==> src/rtl/led_string_decoder.sv <==
// Receive-side decoder for the single-wire LED string protocol: measures high-pulse widths,
// rebuilds MSB-first pixel words and reports frame boundaries and sticky protocol errors.
module led_string_decoder #(
    parameter int BITS_PER_LED    = 24,
    parameter int MIN_HIGH_CYCLES = 3,
    parameter int THRESH_CYCLES   = 12,
    parameter int MAX_HIGH_CYCLES = 40,
    parameter int RESET_CYCLES    = 1000,
    parameter int MAX_PIXELS      = 236,
    parameter int INDEX_WIDTH     = 9
) (
    input  logic                    clk,
    input  logic                    reset_n,
    input  logic                    sdi,
    input  logic                    err_clear,
    output logic [BITS_PER_LED-1:0] pixel_data,
    output logic                    pixel_valid,
    output logic [INDEX_WIDTH-1:0]  pixel_index,
    output logic                    frame_done,
    output logic [INDEX_WIDTH-1:0]  frame_pixels,
    output logic                    err_glitch,
    output logic                    err_stuck,
    output logic                    err_partial,
    output logic                    err_overflow
);

    localparam int BCW = $clog2(BITS_PER_LED + 1);
    localparam logic [15:0] RESET16  = 16'(RESET_CYCLES);
    localparam logic [15:0] MAXH16   = 16'(MAX_HIGH_CYCLES);
    localparam logic [15:0] MINH16   = 16'(MIN_HIGH_CYCLES);
    localparam logic [15:0] THRESH16 = 16'(THRESH_CYCLES);

    typedef enum logic [1:0] {S_RESYNC, S_LOW, S_HIGH} state_t;

    state_t                  state_q, state_d;
    logic                    sdi_meta_q, sdi_s_q, sdi_dly_q;
    logic [15:0]             low_cnt_q, low_cnt_d;
    logic [15:0]             high_cnt_q, high_cnt_d;
    logic [BCW-1:0]          bit_cnt_q, bit_cnt_d;
    logic [INDEX_WIDTH-1:0]  pix_cnt_q, pix_cnt_d;
    logic [BITS_PER_LED-1:0] shift_q, shift_d;
    logic [BITS_PER_LED-1:0] pixel_data_q, pixel_data_d;
    logic                    pixel_valid_q, pixel_valid_d;
    logic [INDEX_WIDTH-1:0]  pixel_index_q, pixel_index_d;
    logic                    frame_done_q, frame_done_d;
    logic [INDEX_WIDTH-1:0]  frame_pixels_q, frame_pixels_d;
    logic                    err_glitch_q, err_glitch_d;
    logic                    err_stuck_q, err_stuck_d;
    logic                    err_partial_q, err_partial_d;
    logic                    err_overflow_q, err_overflow_d;
    logic                    set_glitch, set_stuck, set_partial, set_overflow;
    logic                    bit_val;
    logic                    rise, fall;
    logic [15:0]             low_inc, high_inc;

    assign rise     = sdi_s_q & ~sdi_dly_q;
    assign fall     = ~sdi_s_q & sdi_dly_q;
    assign low_inc  = (low_cnt_q < RESET16) ? low_cnt_q + 16'd1 : low_cnt_q;
    assign high_inc = (high_cnt_q < MAXH16) ? high_cnt_q + 16'd1 : high_cnt_q;

    always_comb begin
        state_d        = state_q;
        low_cnt_d      = low_cnt_q;
        high_cnt_d     = high_cnt_q;
        bit_cnt_d      = bit_cnt_q;
        pix_cnt_d      = pix_cnt_q;
        shift_d        = shift_q;
        pixel_data_d   = pixel_data_q;
        pixel_valid_d  = 1'b0;
        pixel_index_d  = pixel_index_q;
        frame_done_d   = 1'b0;
        frame_pixels_d = frame_pixels_q;
        set_glitch     = 1'b0;
        set_stuck      = 1'b0;
        set_partial    = 1'b0;
        set_overflow   = 1'b0;
        bit_val        = 1'b0;

        case (state_q)
            S_RESYNC: begin
                if (sdi_s_q) begin
                    low_cnt_d = 16'd0;
                end else begin
                    low_cnt_d = low_inc;
                    // Leaving with the counter saturated suppresses a frame end for this gap.
                    if (low_inc == RESET16) state_d = S_LOW;
                end
            end
            S_LOW: begin
                if (rise) begin
                    state_d    = S_HIGH;
                    high_cnt_d = 16'd1;
                end else begin
                    low_cnt_d = low_inc;
                    if (low_cnt_q == RESET16 - 16'd1 &&
                        (bit_cnt_q != '0 || pix_cnt_q != '0)) begin
                        frame_done_d   = 1'b1;
                        frame_pixels_d = pix_cnt_q;
                        set_partial    = (bit_cnt_q != '0);
                        bit_cnt_d      = '0;
                        pix_cnt_d      = '0;
                    end
                end
            end
            S_HIGH: begin
                if (fall) begin
                    state_d   = S_LOW;
                    low_cnt_d = 16'd1;
                    if (high_cnt_q < MINH16) begin
                        set_glitch = 1'b1;
                    end else begin
                        bit_val = (high_cnt_q >= THRESH16);
                        shift_d = {shift_q[BITS_PER_LED-2:0], bit_val};
                        if (bit_cnt_q == BCW'(BITS_PER_LED - 1)) begin
                            pixel_data_d  = shift_d;
                            pixel_valid_d = 1'b1;
                            pixel_index_d = pix_cnt_q;
                            bit_cnt_d     = '0;
                            if (pix_cnt_q == INDEX_WIDTH'(MAX_PIXELS)) begin
                                set_overflow = 1'b1;
                            end else begin
                                pix_cnt_d = pix_cnt_q + INDEX_WIDTH'(1);
                            end
                        end else begin
                            bit_cnt_d = bit_cnt_q + BCW'(1);
                        end
                    end
                end else if (sdi_s_q) begin
                    high_cnt_d = high_inc;
                    if (high_inc >= MAXH16) begin
                        set_stuck = 1'b1;
                        state_d   = S_RESYNC;
                        low_cnt_d = 16'd0;
                        bit_cnt_d = '0;
                        pix_cnt_d = '0;
                    end
                end
            end
            default: state_d = S_RESYNC;
        endcase

        // A new error in the same cycle as err_clear keeps its flag set.
        err_glitch_d   = (err_glitch_q   & ~err_clear) | set_glitch;
        err_stuck_d    = (err_stuck_q    & ~err_clear) | set_stuck;
        err_partial_d  = (err_partial_q  & ~err_clear) | set_partial;
        err_overflow_d = (err_overflow_q & ~err_clear) | set_overflow;
    end

    always_ff @(posedge clk or negedge reset_n) begin
        if (!reset_n) begin
            sdi_meta_q     <= 1'b0;
            sdi_s_q        <= 1'b0;
            sdi_dly_q      <= 1'b0;
            state_q        <= S_RESYNC;
            low_cnt_q      <= 16'd0;
            high_cnt_q     <= 16'd0;
            bit_cnt_q      <= '0;
            pix_cnt_q      <= '0;
            shift_q        <= '0;
            pixel_data_q   <= '0;
            pixel_valid_q  <= 1'b0;
            pixel_index_q  <= '0;
            frame_done_q   <= 1'b0;
            frame_pixels_q <= '0;
            err_glitch_q   <= 1'b0;
            err_stuck_q    <= 1'b0;
            err_partial_q  <= 1'b0;
            err_overflow_q <= 1'b0;
        end else begin
            sdi_meta_q     <= sdi;
            sdi_s_q        <= sdi_meta_q;
            sdi_dly_q      <= sdi_s_q;
            state_q        <= state_d;
            low_cnt_q      <= low_cnt_d;
            high_cnt_q     <= high_cnt_d;
            bit_cnt_q      <= bit_cnt_d;
            pix_cnt_q      <= pix_cnt_d;
            shift_q        <= shift_d;
            pixel_data_q   <= pixel_data_d;
            pixel_valid_q  <= pixel_valid_d;
            pixel_index_q  <= pixel_index_d;
            frame_done_q   <= frame_done_d;
            frame_pixels_q <= frame_pixels_d;
            err_glitch_q   <= err_glitch_d;
            err_stuck_q    <= err_stuck_d;
            err_partial_q  <= err_partial_d;
            err_overflow_q <= err_overflow_d;
        end
    end

    assign pixel_data   = pixel_data_q;
    assign pixel_valid  = pixel_valid_q;
    assign pixel_index  = pixel_index_q;
    assign frame_done   = frame_done_q;
    assign frame_pixels = frame_pixels_q;
    assign err_glitch   = err_glitch_q;
    assign err_stuck    = err_stuck_q;
    assign err_partial  = err_partial_q;
    assign err_overflow = err_overflow_q;

endmodule

==> config.mk <==
export PLATFORM = sky130hd
export DESIGN_NAME = led_string_decoder
export DESIGN_NICKNAME = d
export VERILOG_FILES = /design/src/rtl/led_string_decoder.sv
export SDC_FILE = /design/constraint.sdc
export NUM_CORES = 1
export LEC_CHECK = 0
export ABC_AREA = 1
export BUFFER_PORTS_ARGS = -buffer_cell sky130_fd_sc_hd__buf_2
export CORE_MARGIN = 1.5
export CORE_UTILIZATION = 54
export CTS_CLUSTER_DIAMETER = 50
export DETAILED_ROUTE_END_ITERATION = 12
export HOLD_SLACK_MARGIN = 0.08
export PLACE_DENSITY = 0.69
export SKIP_LAST_GASP = 1
export SYNTH_ARGS = -nofsm -noshare
export SYNTH_HDL_FRONTEND = slang
export SYNTH_SLANG_ARGS = --single-unit
==> constraint.sdc <==
create_clock -name clk -period 5.47 [get_ports clk]
set_input_delay 0.8205 -clock clk [delete_from_list [all_inputs] [get_ports clk]]
set_output_delay 0.8205 -clock clk [all_outputs]
set_load 0.03 [all_outputs]
Word level (Yosys, flattened, before mapping)
Cells that the tools add are included.

cells by class
  equal/unequal tests = 18
  reduce and logical (&&, ||, !) cells = 15
  bitwise logic cells = 15
  shift-type cells = 0
  $mul = 0
  add/sub/neg operators = 4
  $lt $le $gt $ge = 5
  div/mod/pow operators = 0
  muxes and demuxes = 58

operators by type and width
  operator               number
  $mux 16                10
  $mux 9                 8
  $pmux 16 s3            1
  $mux 5                 7
  $add 16x1->16 const B  2
  $eq 16x10->1 const B   2
  $pmux 16 s2            1
  $mux 1                 22
  $pmux 9 s2             1
  $ge 16x4->1 const B    1
  $ge 16x6->1 const B    1
  $lt 16x10->1 const B   1
  $lt 16x2->1 const B    1
  $lt 16x6->1 const B    1
  $ne 3x3->1 const B     5
  $ne 2x2->1 const B     7
  $mux 2                 6
  $reduce_and 4->1       3
  $pmux 5 s2             1
  $add 9x1->9 const B    1
  $eq 9x8->1 const B     1
  $reduce_bool 9->1      1
  $reduce_and 8->1       1
  $and 1x1->1            6
  16 further kinds       24

word-level totals
  bits in writable memories = 0
  output and inout port bits = 48
  flip-flop bits (word level) = 122
  bits in latches = 0
  logic and storage cells = 133
  bits of input ports = 4
  bits in read-only memories = 0
  memories = 0

Longest topological paths before layout
Gate-level depths: netlist of run 1.

  depth after elaboration = 8
  mapped depth = 16
  mapped depth without buffers = 16

Worst setup path before layout of run 1
Ideal clock, no wire load.

  path type = flip-flop to flip-flop
  start = reg state_q[0]
  end = reg pix_cnt_q[8]
  clock period less this slack = 1.858 ns
  data arrival time = 1.740 ns
  path buffers = 1
  required time = 5.353 ns
  cell stages (with the launch flop) = 10
  setup time = 0.117 ns
  slack = 3.612 ns
  cells stage by stage = dfrtp_1 > inv_1 > ha_1 > inv_1 > or2_2 > a21oi_4 > nand4_4 > buf_6 > nand2_1 > o21ai_2

between the ends
  longest elaborated chain between the ends = 3
  elaborated cells between the ends (all ways) = 12
  classes of those cells = 9 x eq/ne; 1 x mux; 2 x reduce/logical

RTL lines
  what                                             line  source
  start: declaration                               35    state_t state_q, state_d;
  start signal: assignment                         173   state_q <= state_d;
  $eq 2x2->1 / $eq 2x1->1 (equally long branches)  79    case (state_q)
  $ne 3x3->1 (no line) (tied with other cells)     --
  $reduce_and 8->1 (no line)                       --
  end signal: assignment                           177   pix_cnt_q <= pix_cnt_d;
  end: declaration                                 40    logic [INDEX_WIDTH-1:0] pix_cnt_q, pix_cnt_d;

Parallel ways exist; a longest one is shown, timed or not.
A chain may end at the register's enable or synchronous reset.

Worst setup path after layout of run 1
  start = reg state_q[0]
  end = reg pixel_data_q[13] (netlist: pixel_data[13])

between the ends
  longest elaborated chain between the ends = 2

RTL lines
  what                        line  source
  $eq 2x2->1                  79
  $reduce_and 4->1 (no line)  --
  end signal: assignment      179   pixel_data_q <= pixel_data_d;
  end: declaration            42    logic [BITS_PER_LED-1:0] pixel_data_q, pixel_data_d;

Every way passes these cells.

==> metrics.md, run 1 <==
| Metric | Value |
|---|---|
| Post-route DRC | 0 |
| Power after layout | just over 2 mW |
| Multi-input logic area | around 2300 sq um |
| Post-Synthesis Cells | a little under 700 |
| Post-synthesis register bit count | 122 |
| # port buffers | 51 |
| Fraction of layout cells with a size suffix above 1 | 0.165 |
| Clock root buffer | clkbuf_8 |
| Die Footprint | between 10000 and 15000 sq um |
| Commonest non-fill, non-tap cell in the layout | nand2_1 |
| Initial DRC count | 250 |
| Synth Flop Type | dfrtp_1 |
| Antenna-violating nets left | 0 |
| TritonCTS clock tree | done |
| F_max | 0.341 GHz |
| Startpoint Class | register |
| Mapped Area | roughly 5900 sq um |
| Total congestion overflow after global routing | 0 |
| WL final | roughly 11000 um |
| Post-route setup TNS | 0 ps |
| Number of max-cap violations | 0 |
| Htree depth | 4 |
| Worst Tran Pin Value | about 1000 ps |
| Status | finished clean |
| Num CTS Buffers | 17 |
| Initial antenna violation count | 0 |
| Fin crit period | about 3000 ps |
| Post_cts resized | 0 |
| Setup Buffers After CTS | 0 |
| Post-route insts no fill | 894 |
| Synth warn | 0 |
| Row count | 37 |
| Register area | between 3000 and 4000 sq um |
| CTS Hold Bufs | 0 |
| Drt wl/cell | between 10 and 15 um |
| Drt first pass iters | 5 |
| Sequential area share after synthesis | 0.521 |
| Area grow syn2layout | 15.9% |
| Clock Latency Late Sink | 520 ps |
| Ant diodes | 0 |
| Post-synth ARST share | 1.00 |
| Initial Util | 0.562 |
| Total core area | about 10000 sq um |
| Crit Path Max Fanout | between 60 and 70 |
| Nets | 760 |
| Clock transition at path regs | roughly 60 ps |
| Worst path required time | between 5000 and 6000 ps |
| Mapped Nets | roughly 710 |
| CTS sink count | 122 |
| Pwr/cell area | 304 nW/um^2 |
| Avg Cell Area, Syn | 8.45 sq um |
| First-pass GRT wire length | between 20000 and 25000 um |
| Final Slew Violations | 0 |
| Die W | ~110 um |
| Layout Utilization | 0.652 |
| CP Capture Type | register |
| Commonest non-fill, non-tap cells in the layout | nand2_1, dfrtp_1, inv_1 |
| Worst Setup Path Type | register to register |
| Detailed placer's ending HPWL | between 7000 and 8000 um |
| Filler cell count | slightly below 900 |
| Global Route Usage Sum | 0.221 |
| Total vias in the final route | between 4000 and 5000 |
| Die height | approximately 110 um |
| Placed Cells | approximately 860 |
| HP Class | register to register |
| Final setup fails | 0 |
| Post-DP Area | ~6200 sq um |
| Post-layout instance area | approximately 6800 sq um |
| Hold Fails Final Rpt | 0 |
| Worst EP arrival | between 3000 and 4000 ps |
| RSZ-0062 raised after global routing | false |
| Slew headroom | 0.334 |
| Largest net degree at the start of global routing | 84 |
| Final setup margin | 2540 ps |
| Routability cong. | slightly above 0.8 |
| Netlist cell types | 42 |
| Worst IR Drop VDD | approximately 0.19 mV |
| Post-synth EDFFs | 0 |
| Vias in the first global route | 4467 |
| Tcrit/Tclk final | 0.536 |
| Final hold slack | between 300 and 400 ps |
| # IOs | 52 |
| Longest Clk Path Bufs | 2 |
| Vias/cell | ~5.1 |
| P_leak | 3.36 nW |
| Pre-CTS setup slack | roughly 2500 ps |
| Setup Skew | between 10 and 15 ps |
[power by group]
part           switching (mW)  total, mW  leakage (nW)  internal (mW)
logic                  0.0268     0.0333          1.39        0.00651
clock network           0.412       1.12         0.277          0.708
registers             0.00370      0.910          1.70          0.906
[worst paths after layout]
kind | from | endpoint | slack (ps) | depth (start not counted)
setup / recovery | state_q[0] | pixel_data[13] | 2540 | 9
hold / removal | sdi_meta_q | sdi_s_q | 360 | 0
setup reg to reg | state_q[0] | pixel_data[13] | 2540 | 9
hold reg to reg | sdi_meta_q | sdi_s_q | 360 | 0
max in group asynchronous | reset_n | shift_q[6] | 3910 | 2
min in group asynchronous | reset_n | frame_pixels[3] | 470 | 1
[state kept, by name, indices dropped and copies added (netlist names)]
signal	cells
pixel_data	24
low_cnt_q	16
high_cnt_q	16
frame_pixels	9
bit_cnt_q	5
err_partial	1
err_glitch	1
sdi_dly_q	1
state_q	2
frame_done	1
sdi_meta_q	1
pix_cnt_q	9
sdi_s_q	1
shift_q	23
pixel_valid	1
err_stuck	1
pixel_index	9
err_overflow	1
[routing by layer]
layer / part of all wire / GRT usage / routed length [um] / vias to the layer above
met5: 0 / 0 / 0 / -
met2: 0.47 / 0.358 / 5400 / 82
li1: - / - / - / 2310
met1: 0.48 / 0.289 / 5530 / 2158
met4: 0.010 / 0.0838 / 116 / 0
met3: 0.034 / 0.0535 / 390 / 9
[final cells by class]
class                      count  area share
clock buffer                  19      0.0636
clock inverter                13      0.0247
inverter                      96      0.0535
multi-input combinational    455       0.343
sequential                   122       0.450
tap                          136      0.0251
timing repair buffer          53      0.0402
[cells by family (layout without fill, tap and decap cells)]
logic type	after synthesis	in the layout	synth area share
AOI/OAI and AO/OA	123	123	0.124
xor gates and xnor gates	8	8	0.0120
adders and majority gates	11	11	0.0235
buffers and inverters	116	181	0.0810
DFF	122	122	0.521
and+or+nand+nor	313	313	0.238
[Yosys cell counts, types with 2 or more instances]
cell	number	area share
xor2_1	7	0.010
o22ai_1	6	0.0064
a21boi_0	2	0.0026
or2_2	2	0.0021
nand3b_1	2	0.0026
o21ai_0	73	0.062
buf_4	2	0.0026
nor3b_1	3	0.0038
nand3_1	30	0.026
nor2_1	44	0.028
nand4_1	7	0.0075
a21oi_1	12	0.010
nor2_2	2	0.0021
o21ai_1	3	0.0026
a31oi_1	6	0.0064
dfrtp_1	122	0.52
nand2_2	3	0.0032
buf_2	4	0.0034
inv_1	91	0.058
nor2_8	2	0.0068
nand4_4	2	0.0073
clkbuf_1	11	0.0071
nor3_1	5	0.0043
nand3_2	2	0.0034
nand2_1	203	0.13
nor2_4	2	0.0038
ha_1	11	0.024
inv_2	3	0.0019
o21ai_2	18	0.027
[critical path, cell delays in order, from the launching register on]
cell and delay (ps):
dfrtp_1 400, inv_1 80, ha_1 360, inv_1 460, nor2_8 100, nand2_1 90, buf_4 380, nor2_8 50
inv_2 620, o21ai_0 210
No activity file was read; power rests on OpenSTA's default activity.
==> run 2, diff against run 1 <==
Clock period 5.47 ns to 2.7 ns, I/O delays scaled along.
==> metrics.md, run 2 (synthesis results as in run 1) <==
| Metric | Value |
|---|---|
| Status | finished clean |
| Htree depth | 4 |
| Fin crit period | between 2000 and 2500 ps |
| Drt wl/cell | approximately 13 um |
| # port buffers | 51 |
| Setup Skew | approximately 11 ps |
| Initial Util | 0.562 |
| Worst Reg-to-Reg Cells | 9 |
| Antenna-violating nets left | 0 |
| CP Capture Type | register |
| Routability cong. | between 0.8 and 0.9 |
| Slowest CP cell | dfrtp_1 |
| Crit path buffers/inverters | 3 |
| Ant diodes | 0 |
| WHS Endpoint | err_stuck |
| CTS sink count | 122 |
| Row count | 37 |
| Post-route DRC | 0 |
| CP max stage delay | between 400 and 500 ps |
| Worst EP arrival | roughly 2600 ps |
| Clock Latency Late Sink | roughly 520 ps |
| Initial antenna violation count | 0 |
| Power after layout | between 4 and 5 mW |
| Post_cts resized | 0 |
| Final setup fails | 0 |
| Startpoint Class | register |
| CTS Hold Bufs | 2 |
| WL final | between 10000 and 15000 um |
| Worst Tran Pin Value | 562 ps |
| Worst Setup Path Type | register to register |
| Final Slew Violations | 0 |
| Largest net degree at the start of global routing | 53 |
| Number of max-cap violations | 0 |
| TritonCTS clock tree | done |
| CP Cell Sequence | inv_1 > ha_1 > inv_1 > buf_4 > or2_2 > a21oi_4 > nand4_4 > nand2_1 > o21ai_2 |
| Global Route Usage Sum | 0.221 |
| Largest register FFs | 24 |
| Min-delay src | err_clear |
| Hold path depth | 2 |
| HP Class | input pin to register |
| Worst path required time | 3100 ps |
| Commonest non-fill, non-tap cells in the layout | nand2_1, dfrtp_1, inv_1 |
| Area grow syn2layout | 17.6% |
| Total vias in the final route | 4631 |
| # IOs | between 50 and 60 |
| Die Footprint | ~11000 sq um |
| Pwr/cell area | around 600 nW/um^2 |
| Hold Fails Final Rpt | 0 |
| Crit Path Max Fanout | 18 |
| Initial DRC count | roughly 270 |
| R2r endpoint | pix_cnt_q[5] |
| Layout Utilization | 0.661 |
| Worst IR Drop VDD | 0.530 mV |
| Drt first pass iters | 5 |
| Num CTS Buffers | 17 |
| P_leak | 3.42 nW |
| Slew headroom | 0.624 |
| Vias/cell | slightly above 5 |
| RSZ-0062 raised after global routing | false |
| Longest Clk Path Bufs | 2 |
| Fraction of layout cells with a size suffix above 1 | 0.176 |
| Setup Buffers After CTS | 0 |
| Clock transition at path regs | around 60 ps |
| F_max | around 0.45 GHz |
| R2R Path Start | state_q[0] |
| Final hold slack | ~180 ps |
| Tcrit/Tclk final | 0.814 |
| Die W | about 110 um |
| Commonest non-fill, non-tap cell in the layout | nand2_1 |
| Detailed placer's ending HPWL | between 7000 and 8000 um |
| First-pass GRT wire length | approximately 20000 um |
| Vias in the first global route | between 4000 and 5000 |
| Delay-heaviest family, CP | simple AND/OR/NAND/NOR gates |
| Clock root buffer | clkbuf_8 |
| Total core area | ~10000 sq um |
| Critical Path Most Common Cell | inv_1 |
| Filler cell count | 843 |
| Total congestion overflow after global routing | 0 |
| R2r setup slk | ~500 ps |
| Post-route setup TNS | 0 ps |
| Nets | roughly 770 |
| Die height | roughly 110 um |
[run 2: cell count changes in the layout (fill, tap and decap cells not counted)]
| cell | previous run | this run |
|---|---|---|
| dlygate4sd3_1 | 0 | 2 |
| clkbuf_1 | 1 | 0 |
| inv_6 | 2 | 5 |
| clkinv_4 | 2 | 1 |
| bufinv_16 | 3 | 2 |
| buf_12 | 0 | 2 |
| clkinv_2 | 1 | 0 |
| buf_4 | 3 | 10 |
| inv_8 | 0 | 1 |
[run 2: report_power, final]
group          total, mW  switching [mW]  internal [mW]
Clock               2.23           0.876           1.36
Sequential          1.84         0.00727           1.83
Combinational     0.0772          0.0570         0.0202
[run 2: worst register-to-register path: cells and delay by family, from the launching register on]
kind            cells  cell delay, ps
compound gates      2             270
fa+ha+maj           1             170
buf+inv             3             400
flops               1             410
simple gates        3             830
[run 2: final cells by class]
| class | instances | area, sq um | share of cell area |
|---|---|---|---|
| multi-input cells | 455 | 2330 | 0.338 |
| repair buffers | 64 | 385 | 0.0559 |
| clock inverters | 14 | 161 | 0.0234 |
| clock buffers | 18 | 428 | 0.0621 |
| flip-flops and latches | 122 | 3050 | 0.443 |
| well taps | 136 | 170 | 0.0247 |
| inverters | 96 | 363 | 0.0527 |
[run 2: worst max path at each step]
stage,start,end,slack [ps],cells after the start
floorplan,state_q[0],pix_cnt_q[8],840,9
global placement,state_q[0],pix_cnt_q[5],610,9
CTS,state_q[0],pix_cnt_q[7],520,9
global route,state_q[0],pix_cnt_q[7],340,9
detailed placement,state_q[0],pix_cnt_q[7],540,9
finish,state_q[0],pix_cnt_q[5],500,9
[run 2: per-layer routing]
metal | track usage | routed length, um
met3 | 0.0474 | 403
met2 | 0.341 | 5300
met1 | 0.302 | 5570
met4 | 0.0914 | 165
met5 | 0 | 0
[run 2: metrics by stage]
stage               setup slack [ps]  instances  cell area (sq um)
floorplan                        842        693               5860
global placement                 613        871               6280
detailed placement               537        871               6280
CTS                              518        905               6890
global route                     343        905               6890
finish                           501        905               6890
==> run 3, diff against run 2 <==
Clock period 2.7 ns to 2.3 ns, I/O delays scaled along.
==> metrics.md, run 3 (synthesis results as in run 1) <==
| Metric | Value |
|---|---|
| Total core area | about 10000 sq um |
| Detailed placer's ending HPWL | roughly 8000 um |
| Die W | 107 um |
| Startpoint Class | register |
| Commonest non-fill, non-tap cell in the layout | nand2_1 |
| Initial DRC count | 303 |
| Row count | 37 |
| Hold Fails Final Rpt | 0 |
| Drt wl/cell | 13.2 um |
| TritonCTS clock tree | done |
| Post-route setup TNS | 0 ps |
| Clock transition at path regs | around 60 ps |
| RSZ-0062 raised after global routing | false |
| WL final | ~12000 um |
| Worst Setup Path Type | register to register |
| Die height | 107 um |
| Initial Util | 0.562 |
| Pwr/cell area | roughly 750 nW/um^2 |
| Num CTS Buffers | 17 |
| Longest Clk Path Bufs | 2 |
| Post-route DRC | 0 |
| Status | finished clean |
| Multi-input logic area | between 2000 and 2500 sq um |
| Slew headroom | 0.640 |
| Largest register FFs | 24 |
| Vias/cell | ~5.1 |
| Ant diodes | 0 |
| HP Class | input pin to register |
| Antenna-violating nets left | 0 |
| Clock root buffer | clkbuf_8 |
| Vias in the first global route | 4443 |
| Initial antenna violation count | 0 |
| Area grow syn2layout | 18.8% |
| Worst path required time | roughly 2700 ps |
| Filler cell count | around 860 |
| Pre-CTS setup slack | approximately 120 ps |
| Final setup fails | 0 |
| Fin crit period | around 2100 ps |
| Largest net degree at the start of global routing | 65 |
| # IOs | 52 |
| F_max | around 0.48 GHz |
| Total congestion overflow after global routing | 0 |
| Tcrit/Tclk final | 0.906 |
| R2R Path Start | state_q[1] |
| Total vias in the final route | 4650 |
| # port buffers | 51 |
| Global Route Usage Sum | 0.230 |
| Setup Buffers After CTS | 0 |
| Routability cong. | slightly below 0.9 |
| Nets | 770 |
| Worst EP arrival | 2480 ps |
| Clock Latency Late Sink | 510 ps |
| Min-delay src | err_clear |
| P_leak | roughly 3.5 nW |
| Die Footprint | 11500 sq um |
| Worst Tran Pin Value | approximately 540 ps |
| Fraction of layout cells with a size suffix above 1 | 0.175 |
| First-pass GRT wire length | 20800 um |
| Htree depth | 4 |
| Commonest non-fill, non-tap cells in the layout | nand2_1, dfrtp_1, inv_1 |
| CP startpoint | state_q[1] |
| Worst IR Drop VDD | between 0.4 and 0.5 mV |
| Final Slew Violations | 0 |
| CTS sink count | between 100 and 150 |
| CP Capture Type | register |
| Final setup margin | 216 ps |
| Setup Skew | 8.36 ps |
| Register area | ~3100 sq um |
| Crit Path Max Fanout | 18 |
| Drt first pass iters | 5 |
| Number of max-cap violations | 0 |
run 3: layout make-up:
| class | instances | share of cell area |
|---|---|---|
| flip-flops and latches | 122 | 0.439 |
| multi-input cells | 455 | 0.335 |
| clock buffers | 17 | 0.0595 |
| repair buffers | 63 | 0.0543 |
| inverters | 96 | 0.0522 |
| clock inverters | 14 | 0.0353 |
| well taps | 136 | 0.0245 |
run 3: critical path, stage by stage (launching register included):
cell and delay [ps]:
dfrtp_1 410, inv_1 100, ha_1 290, nand2_1 160, nor2_1 160, nand3_2 120
a21oi_4 180, nand4_4 310, nand2_1 170, o21ai_2 60
run 3: per-layer routing:
metal | part of all wire | up-vias | track usage
li1 | - | 2336 | -
met4 | 0.016 | 0 | 0.0810
met3 | 0.046 | 17 | 0.0456
met2 | 0.47 | 120 | 0.361
met1 | 0.47 | 2177 | 0.319
met5 | 0 | - | 0
run 3: path summary, 6_finish.rpt:
| path | to | slack, ps | cells after the start |
|---|---|---|---|
| hold / removal | err_stuck | 140 | 2 |
| setup reg to reg | pix_cnt_q[4] | 220 | 9 |
| hold reg to reg | sdi_s_q | 360 | 0 |
| max in group asynchronous | state_q[1] | 1420 | 3 |
| min in group asynchronous | pixel_index[3] | 270 | 2 |
| setup / recovery | pix_cnt_q[4] | 220 | 9 |
run 3: through the flow:
step                total power [mW]  std cells  area, sq um  hold slack, ps   util
floorplan                       2.23        693         5860            49.4      -
global placement                2.29        870         6270             254  0.602
detailed placement              2.29        870         6270             264  0.602
global route                    5.39        903         6960             126  0.668
CTS                             5.28        903         6950             117  0.667
finish                          5.22        903         6960             138  0.668
run 3: what timing repair did:
| action | in CTS | in global routing |
|---|---|---|
| setup endpoints to repair | 0 | 9 |
| gates resized for setup | 0 | 1 |
| hold endpoints to repair | 20 | 0 |
| hold buffers | 2 | 0 |
run 3: power breakdown:
group / total, mW / internal, mW / switching [mW] / leakage [nW]
sequential: 2.16 / 2.15 / 0.00906 / 1.70
clock: 2.96 / 1.98 / 0.981 / 0.319
combinational: 0.0908 / 0.0230 / 0.0678 / 1.45
